### config.mk
export PLATFORM = sky130hd
export DESIGN_NAME = taylor_out_collector
export DESIGN_NICKNAME = d
export VERILOG_FILES = /design/src/rtl/rede_pkg.sv /design/src/rtl/sync_fifo.sv /design/src/rtl/taylor_out_collector.sv
export SDC_FILE = /design/constraint.sdc
export NUM_CORES = 1
export LEC_CHECK = 0
export ABC_AREA = 1
export CORE_MARGIN = 1
export CORE_UTILIZATION = 55
export DETAILED_ROUTE_END_ITERATION = 16
export GPL_TIMING_DRIVEN = 0
export PLACE_DENSITY = 0.8
export SLEW_MARGIN = 30
export SYNTH_ARGS = -nofsm -noshare
export SYNTH_HDL_FRONTEND = slang
export SYNTH_SLANG_ARGS = --single-unit
### constraint.sdc
create_clock -name clk -period 2.79 [get_ports clk]
set_input_delay 0.558 -clock clk [delete_from_list [all_inputs] [get_ports clk]]
set_output_delay 0.558 -clock clk [all_outputs]
set_load 0.01 [all_outputs]
### src/rtl/rede_pkg.sv
// Shared definitions for the Taylor-network output path.
// Provides the result width, output port count, channel tag width, default
// buffer sizing, the buffered entry type and the strobe-to-channel decoder.
package rede_pkg;

  localparam int DW         = 28;  // signed result width (float2int output)
  localparam int NCH        = 4;   // number of core output ports
  localparam int CW         = 2;   // channel tag width, clog2(NCH)
  localparam int FIFO_DEPTH = 16;  // default collector buffer depth
  localparam int CNT_W      = 16;  // default drop counter width

  // One buffered result: channel tag in the upper bits, raw data below.
  typedef struct packed {
    logic [CW-1:0]        chan;
    logic signed [DW-1:0] data;
  } out_entry_t;

  // Index of the lowest set bit; 0 when no bit is set.
  function automatic logic [CW-1:0] lowest_set(input logic [NCH-1:0] v);
    logic [CW-1:0] idx;
    idx = {CW{1'b0}};
    // Walk downwards so the lowest set bit is the last one to win.
    for (int i = NCH - 1; i >= 0; i--) begin
      idx = v[i] ? CW'(i) : idx;
    end
    return idx;
  endfunction

endpackage

### src/rtl/sync_fifo.sv
// Generic synchronous FIFO with a registered first-word-fall-through head.
// Ports:
//   clk, rst       clock, asynchronous active-high reset
//   wr_en, wr_data write request and data (ignored when full without a read)
//   rd_en          consumer takes the head (ignored when empty)
//   rd_data        registered head entry, held stable until it is read
//   rd_valid       head entry is valid
//   level          occupancy 0..DEPTH
// Storage is not reset; only pointers, level and the head register are.
module sync_fifo #(
  parameter int WIDTH = 8,
  parameter int DEPTH = 16,
  localparam int AW   = $clog2(DEPTH),
  localparam int LW   = AW + 1
) (
  input  logic             clk,
  input  logic             rst,
  input  logic             wr_en,
  input  logic [WIDTH-1:0] wr_data,
  input  logic             rd_en,
  output logic [WIDTH-1:0] rd_data,
  output logic             rd_valid,
  output logic [LW-1:0]    level
);

  logic [WIDTH-1:0] mem_r [DEPTH];
  logic [AW-1:0]    wr_ptr_r;
  logic [AW-1:0]    rd_ptr_r;
  logic [LW-1:0]    level_r;
  logic [WIDTH-1:0] head_r;
  logic             valid_r;

  logic             wr_s;
  logic             rd_s;
  logic [AW-1:0]    rd_ptr_p1_s;
  logic [LW-1:0]    level_nxt_s;
  logic [WIDTH-1:0] head_nxt_s;

  // Qualify requests, compute next occupancy and the next head entry.
  always_comb begin
    rd_s        = rd_en & valid_r;
    wr_s        = wr_en & ((level_r != LW'(DEPTH)) | rd_s);
    rd_ptr_p1_s = rd_ptr_r + AW'(1);
    level_nxt_s = level_r;
    head_nxt_s  = head_r;

    case ({wr_s, rd_s})
      2'b10:   level_nxt_s = level_r + LW'(1);
      2'b01:   level_nxt_s = level_r - LW'(1);
      default: level_nxt_s = level_r;
    endcase

    // The head register always mirrors the oldest stored entry. After a read
    // the next entry comes from storage, or straight from the write port when
    // the read empties storage in the same cycle as a write.
    if (rd_s) begin
      if (level_r >= LW'(2)) begin
        head_nxt_s = mem_r[rd_ptr_p1_s];
      end else if (wr_s) begin
        head_nxt_s = wr_data;
      end else begin
        head_nxt_s = head_r;
      end
    end else if (wr_s && (level_r == LW'(0))) begin
      head_nxt_s = wr_data;
    end else begin
      head_nxt_s = head_r;
    end
  end

  // Storage array write; contents survive reset.
  always_ff @(posedge clk) begin
    if (wr_s) begin
      mem_r[wr_ptr_r] <= wr_data;
    end
  end

  // Pointers, occupancy and registered head.
  always_ff @(posedge clk or posedge rst) begin
    if (rst) begin
      wr_ptr_r <= {AW{1'b0}};
      rd_ptr_r <= {AW{1'b0}};
      level_r  <= {LW{1'b0}};
      head_r   <= {WIDTH{1'b0}};
      valid_r  <= 1'b0;
    end else begin
      if (wr_s) begin
        wr_ptr_r <= wr_ptr_r + AW'(1);
      end
      if (rd_s) begin
        rd_ptr_r <= rd_ptr_p1_s;
      end
      level_r <= level_nxt_s;
      head_r  <= head_nxt_s;
      valid_r <= (level_nxt_s != LW'(0));
    end
  end

  assign rd_data  = head_r;
  assign rd_valid = valid_r;
  assign level    = level_r;

endmodule

### src/rtl/taylor_out_collector.sv
// Collects results written by the Taylor-network core and streams them out.
// Ports:
//   clk, rst   clock, asynchronous active-high reset
//   io_out     signed result from the core
//   out_en     one-hot port write strobe; each high cycle is one write
//   m_valid, m_ready, m_data, m_chan
//              valid/ready stream of {channel, data}, head of the buffer
//   level      buffer occupancy 0..DEPTH
//   ovf        sticky: a result was discarded because the buffer was full
//   drop_cnt   saturating count of discarded results
//   err_mh     sticky: out_en was seen with more than one bit set
//   clr        synchronous clear of ovf, drop_cnt and err_mh
module taylor_out_collector
  import rede_pkg::*;
#(
  parameter int DEPTH = FIFO_DEPTH,
  parameter int CNTW  = CNT_W,
  localparam int LW   = $clog2(DEPTH) + 1
) (
  input  logic                 clk,
  input  logic                 rst,
  input  logic signed [DW-1:0] io_out,
  input  logic [NCH-1:0]       out_en,
  output logic                 m_valid,
  input  logic                 m_ready,
  output logic signed [DW-1:0] m_data,
  output logic [CW-1:0]        m_chan,
  output logic [LW-1:0]        level,
  output logic                 ovf,
  output logic [CNTW-1:0]      drop_cnt,
  output logic                 err_mh,
  input  logic                 clr
);

  logic            push_s;
  logic            pop_s;
  logic            full_s;
  logic            drop_s;
  logic            wr_s;
  logic            mh_s;
  out_entry_t      wr_entry_s;
  out_entry_t      head_s;
  logic [LW-1:0]   level_s;

  logic            ovf_r;
  logic            err_mh_r;
  logic [CNTW-1:0] drop_cnt_r;
  logic            ovf_nxt_s;
  logic            err_mh_nxt_s;
  logic [CNTW-1:0] drop_cnt_nxt_s;

  // Strobe decode, drop decision and sticky flag next-state.
  always_comb begin
    push_s           = |out_en;
    // Clearing the lowest set bit leaves something only if more than one was set.
    mh_s             = (out_en & (out_en - NCH'(1))) != {NCH{1'b0}};
    pop_s            = m_valid & m_ready;
    full_s           = (level_s == LW'(DEPTH));
    // A simultaneous pop frees a slot, so full only drops without one.
    drop_s           = push_s & full_s & ~pop_s;
    wr_s             = push_s & ~drop_s;
    wr_entry_s.chan  = lowest_set(out_en);
    wr_entry_s.data  = io_out;

    ovf_nxt_s      = ovf_r;
    err_mh_nxt_s   = err_mh_r;
    drop_cnt_nxt_s = drop_cnt_r;

    // A same-cycle event overrides the clear.
    if (clr) begin
      ovf_nxt_s      = drop_s;
      err_mh_nxt_s   = mh_s;
      drop_cnt_nxt_s = drop_s ? CNTW'(1) : {CNTW{1'b0}};
    end else begin
      ovf_nxt_s    = ovf_r | drop_s;
      err_mh_nxt_s = err_mh_r | mh_s;
      if (drop_s && (drop_cnt_r != {CNTW{1'b1}})) begin
        drop_cnt_nxt_s = drop_cnt_r + CNTW'(1);
      end else begin
        drop_cnt_nxt_s = drop_cnt_r;
      end
    end
  end

  // Sticky status flags and saturating drop counter.
  always_ff @(posedge clk or posedge rst) begin
    if (rst) begin
      ovf_r      <= 1'b0;
      err_mh_r   <= 1'b0;
      drop_cnt_r <= {CNTW{1'b0}};
    end else begin
      ovf_r      <= ovf_nxt_s;
      err_mh_r   <= err_mh_nxt_s;
      drop_cnt_r <= drop_cnt_nxt_s;
    end
  end

  sync_fifo #(
    .WIDTH($bits(out_entry_t)),
    .DEPTH(DEPTH)
  ) u_fifo (
    .clk     (clk),
    .rst     (rst),
    .wr_en   (wr_s),
    .wr_data (wr_entry_s),
    .rd_en   (pop_s),
    .rd_data (head_s),
    .rd_valid(m_valid),
    .level   (level_s)
  );

  assign m_data   = head_s.data;
  assign m_chan   = head_s.chan;
  assign level    = level_s;
  assign ovf      = ovf_r;
  assign drop_cnt = drop_cnt_r;
  assign err_mh   = err_mh_r;

endmodule

==> results.sh <==
export IMPL_drive_above_1_share_pct=9.56
export IMPL_drv_slew=0
export IMPL_fin_skew_ns=0.0243
export IMPL_grt_usage_pct=30.9
export IMPL_io_buffer_count=89
export IMPL_r2r_cells=11
export IMPL_vias_per_cell=6.09
export IMPL_path_clk_slew_ns=0.06
export IMPL_synth_top_family_by_area="simple AND/OR/NAND/NOR gates"
export IMPL_placed_area_mm2=0.0248
export IMPL_yosysSeqAreaShare_pct=70.6
export IMPL_clock_sinks=542
export IMPL_period_share_pct=95.9
export IMPL_grt_pass1_wl_mm=96.0
export IMPL_cp_start_kind="flip-flop"
export IMPL_post_route_min_period_ns=2.67
export IMPL_gp_congestion=0.891
export IMPL_total_power_mw=32.8
export IMPL_synth_cells=2061
export IMPL_fin_util_pct=66.4
export IMPL_wirelength_mm=64.2
export IMPL_powerDensity_mw_per_mm2=1230
export IMPL_yosys_area_share_simple_pct=24.6
export IMPL_fin_tns_setup_ns=0
export IMPL_start_util_pct=56.4
export IMPL_ir_drop_mv=0.798
export IMPL_cts_tree="built"
export IMPL_arrival_ns=3.16
export IMPL_final_area_mm2=0.0266
export IMPL_postRouteAntennaNets=0
export IMPL_synth_compound_area_share_pct=0.542
export IMPL_antenna_found_initial=1
export IMPL_path_class="flip-flop to flip-flop"
export IMPL_rsz0062_at_grt="false"
export IMPL_drc=0
export IMPL_yosysWarnings=0
export IMPL_cts_made_buffers=54
export IMPL_post_cts_resized=0
export IMPL_overflow=0
export IMPL_vias=17000
export IMPL_muxShareOfSynthArea_pct=0
export IMPL_io_pins=90
export IMPL_rows=73
export IMPL_root_buffer="clkbuf_16"
export IMPL_postCtsSetupBuffers=0
export IMPL_drtIter0Drc=2255
export IMPL_core_area_mm2=0.0401
export IMPL_finalWorstSetupSlack_ns=0.115
export IMPL_design_die_area_mm2=0.0419
export IMPL_avgSynthCellArea_um2=11.0
export IMPL_die_h_um=205
export IMPL_status="finished clean"
export IMPL_synthDistinctLibCells=28
export IMPL_syn_to_final_growth_pct=17.7
export IMPL_nNetsFinal=2268
export IMPL_dp_hpwl_mm=41.8
export IMPL_synth_seq_cells=542
export IMPL_cts_hold_buf=0
export IMPL_wl_per_cell_um=23.0
export IMPL_cp_data_required_time_ns=3.28
export IMPL_detailedPlace_worstSlack_ns=-0.362
export IMPL_synth_adder_area_share_pct=0.498
export IMPL_diodes=0
export IMPL_synth_xor_area_share_pct=0.504
export IMPL_clkLatencyLatePin_ns=0.61
export IMPL_min_delay_path_class="input pin to asynchronous set/reset pin"
export IMPL_grt_pass1_vias=17100
export IMPL_clock_fmax_ghz=0.374
export IMPL_synth_nets=2106
export IMPL_grt_max_degree=42
export IMPL_finalSetupViolCount=0
export IMPL_final_common_cell="nand2_1"
export IMPL_finalHoldViolations=0
export IMPL_synth_area_mm2=0.0226
export IMPL_max_clock_path_buffers=3
export IMPL_crit_path_max_fanout=10
export IMPL_fp_dieW_um=205
export IMPL_layout_common_cells="nand2_1 (778), edfxtp_1 (480), nand3_1 (425), clkdlybuf4s50_1 (89), dfrtp_1 (62)"
export IMPL_critPathCaptureType="flip-flop"
export IMPL_power_leakage_nw=10.2
export IMPL_max_slew_margin_pct=28.7
export IMPL_cap_violations=0
export IMPL_fill_cells=2768
export IMPL_tightest_slew_ns=1.07
export IMPL_htree_levels=2
export IMPL_first_pass_iters=6
synthesized netlist by cell type, drive strengths merged:
library cell  number  area share, %
xnor2              4           0.15
or2               11           0.30
xor2               9           0.35
dfrtp             62            6.9
inv               48           0.80
a21o               1          0.033
a31o               1          0.039
edfxtp           480             64
o21bai             1          0.033
ha                 9           0.50
clkbuf            33           0.55
a21oi              5           0.11
nand4             13           0.36
nor3               4           0.11
nand3            425            9.4
buf               79            1.9
nor2              79            1.4
nand2            782             13
o21ai             14           0.33
nand3b             1          0.033
path summary, 6_finish.rpt:
check | from | endpoint | slack, ns
max | u_fifo.rd_ptr_r[0] | u_fifo.rd_data[23] | 0.12
min | rst | u_fifo.rd_data[25] | 0.27
max reg2reg | u_fifo.rd_ptr_r[0] | u_fifo.rd_data[23] | 0.12
min reg2reg | u_fifo.rd_data[21] | u_fifo.rd_data[21] | 0.48
max in group asynchronous | rst | u_fifo.rd_data[6] | 1.93
min in group clk | u_fifo.rd_data[21] | u_fifo.rd_data[21] | 0.48
registers in the layout, indices dropped and copies added (netlist names):
name             cells
u_fifo.mem_r       480
u_fifo.rd_data      30
drop_cnt            16
u_fifo.level         5
u_fifo.rd_ptr_r      4
u_fifo.wr_ptr_r      4
err_mh               1
ovf                  1
u_fifo.rd_valid      1
cells by family (layout without fill, tap and decap cells):
kind of cell             Yosys count  after routing
adder cells (fa/ha/maj)            9              9
buffers and inverters            160            368
XOR/XNOR                          13             13
flip-flops                       542            542
AO/OA/AOI/OAI                     22             22
AND/OR/NAND/NOR                 1315           1315
stage by stage:
step,instances,hold WS (ns)
after floorplan,2061,0.473
after global placement,2675,0.469
after detailed placement,2692,0.470
after CTS,2794,0.281
after global routing,2794,0.293
final,2794,0.274
report_power, final:
group	total [mW]	switching, mW	leakage, nW	internal [mW]
sequential	11.1	0.561	5.14	10.5
combinational	14.1	9.98	4.19	4.16
clock	7.60	3.09	0.914	4.51
total	32.8	13.6	10.2	19.2
metal layers:
metal | up-vias | global-route usage [%] | wire, um
met4 | 2 | 17.9 | 3650
met3 | 257 | 6.22 | 7130
li1 | 7398 | - | -
met2 | 1204 | 51.1 | 31100
met5 | - | 0 | 13
met1 | 8142 | 37.9 | 22300
worst max-delay path, stage by stage (launching register included):
cell and delay, ns:
dfrtp_1 0.42, ha_1 0.37, inv_1 0.13, buf_4 0.23, clkbuf_1 0.55, nand3_1 0.25
nand3_1 0.15, nand2_1 0.08, nand2_1 0.06, nand3_1 0.11, nand3_1 0.11, nand2_1 0.06
area by class of cell:
class / instances / area [um^2] / share of cell area, %
sequential: 542 / 16000 / 60.0
buffer: 112 / 553 / 2.08
inverter: 48 / 183 / 0.686
clock buffer: 71 / 1490 / 5.59
tap: 525 / 657 / 2.47
multi-input combinational: 1359 / 6040 / 22.7
clock inverter: 31 / 367 / 1.38
timing repair buffer: 106 / 1360 / 5.11
No activity file was read; power rests on OpenSTA's default activity.
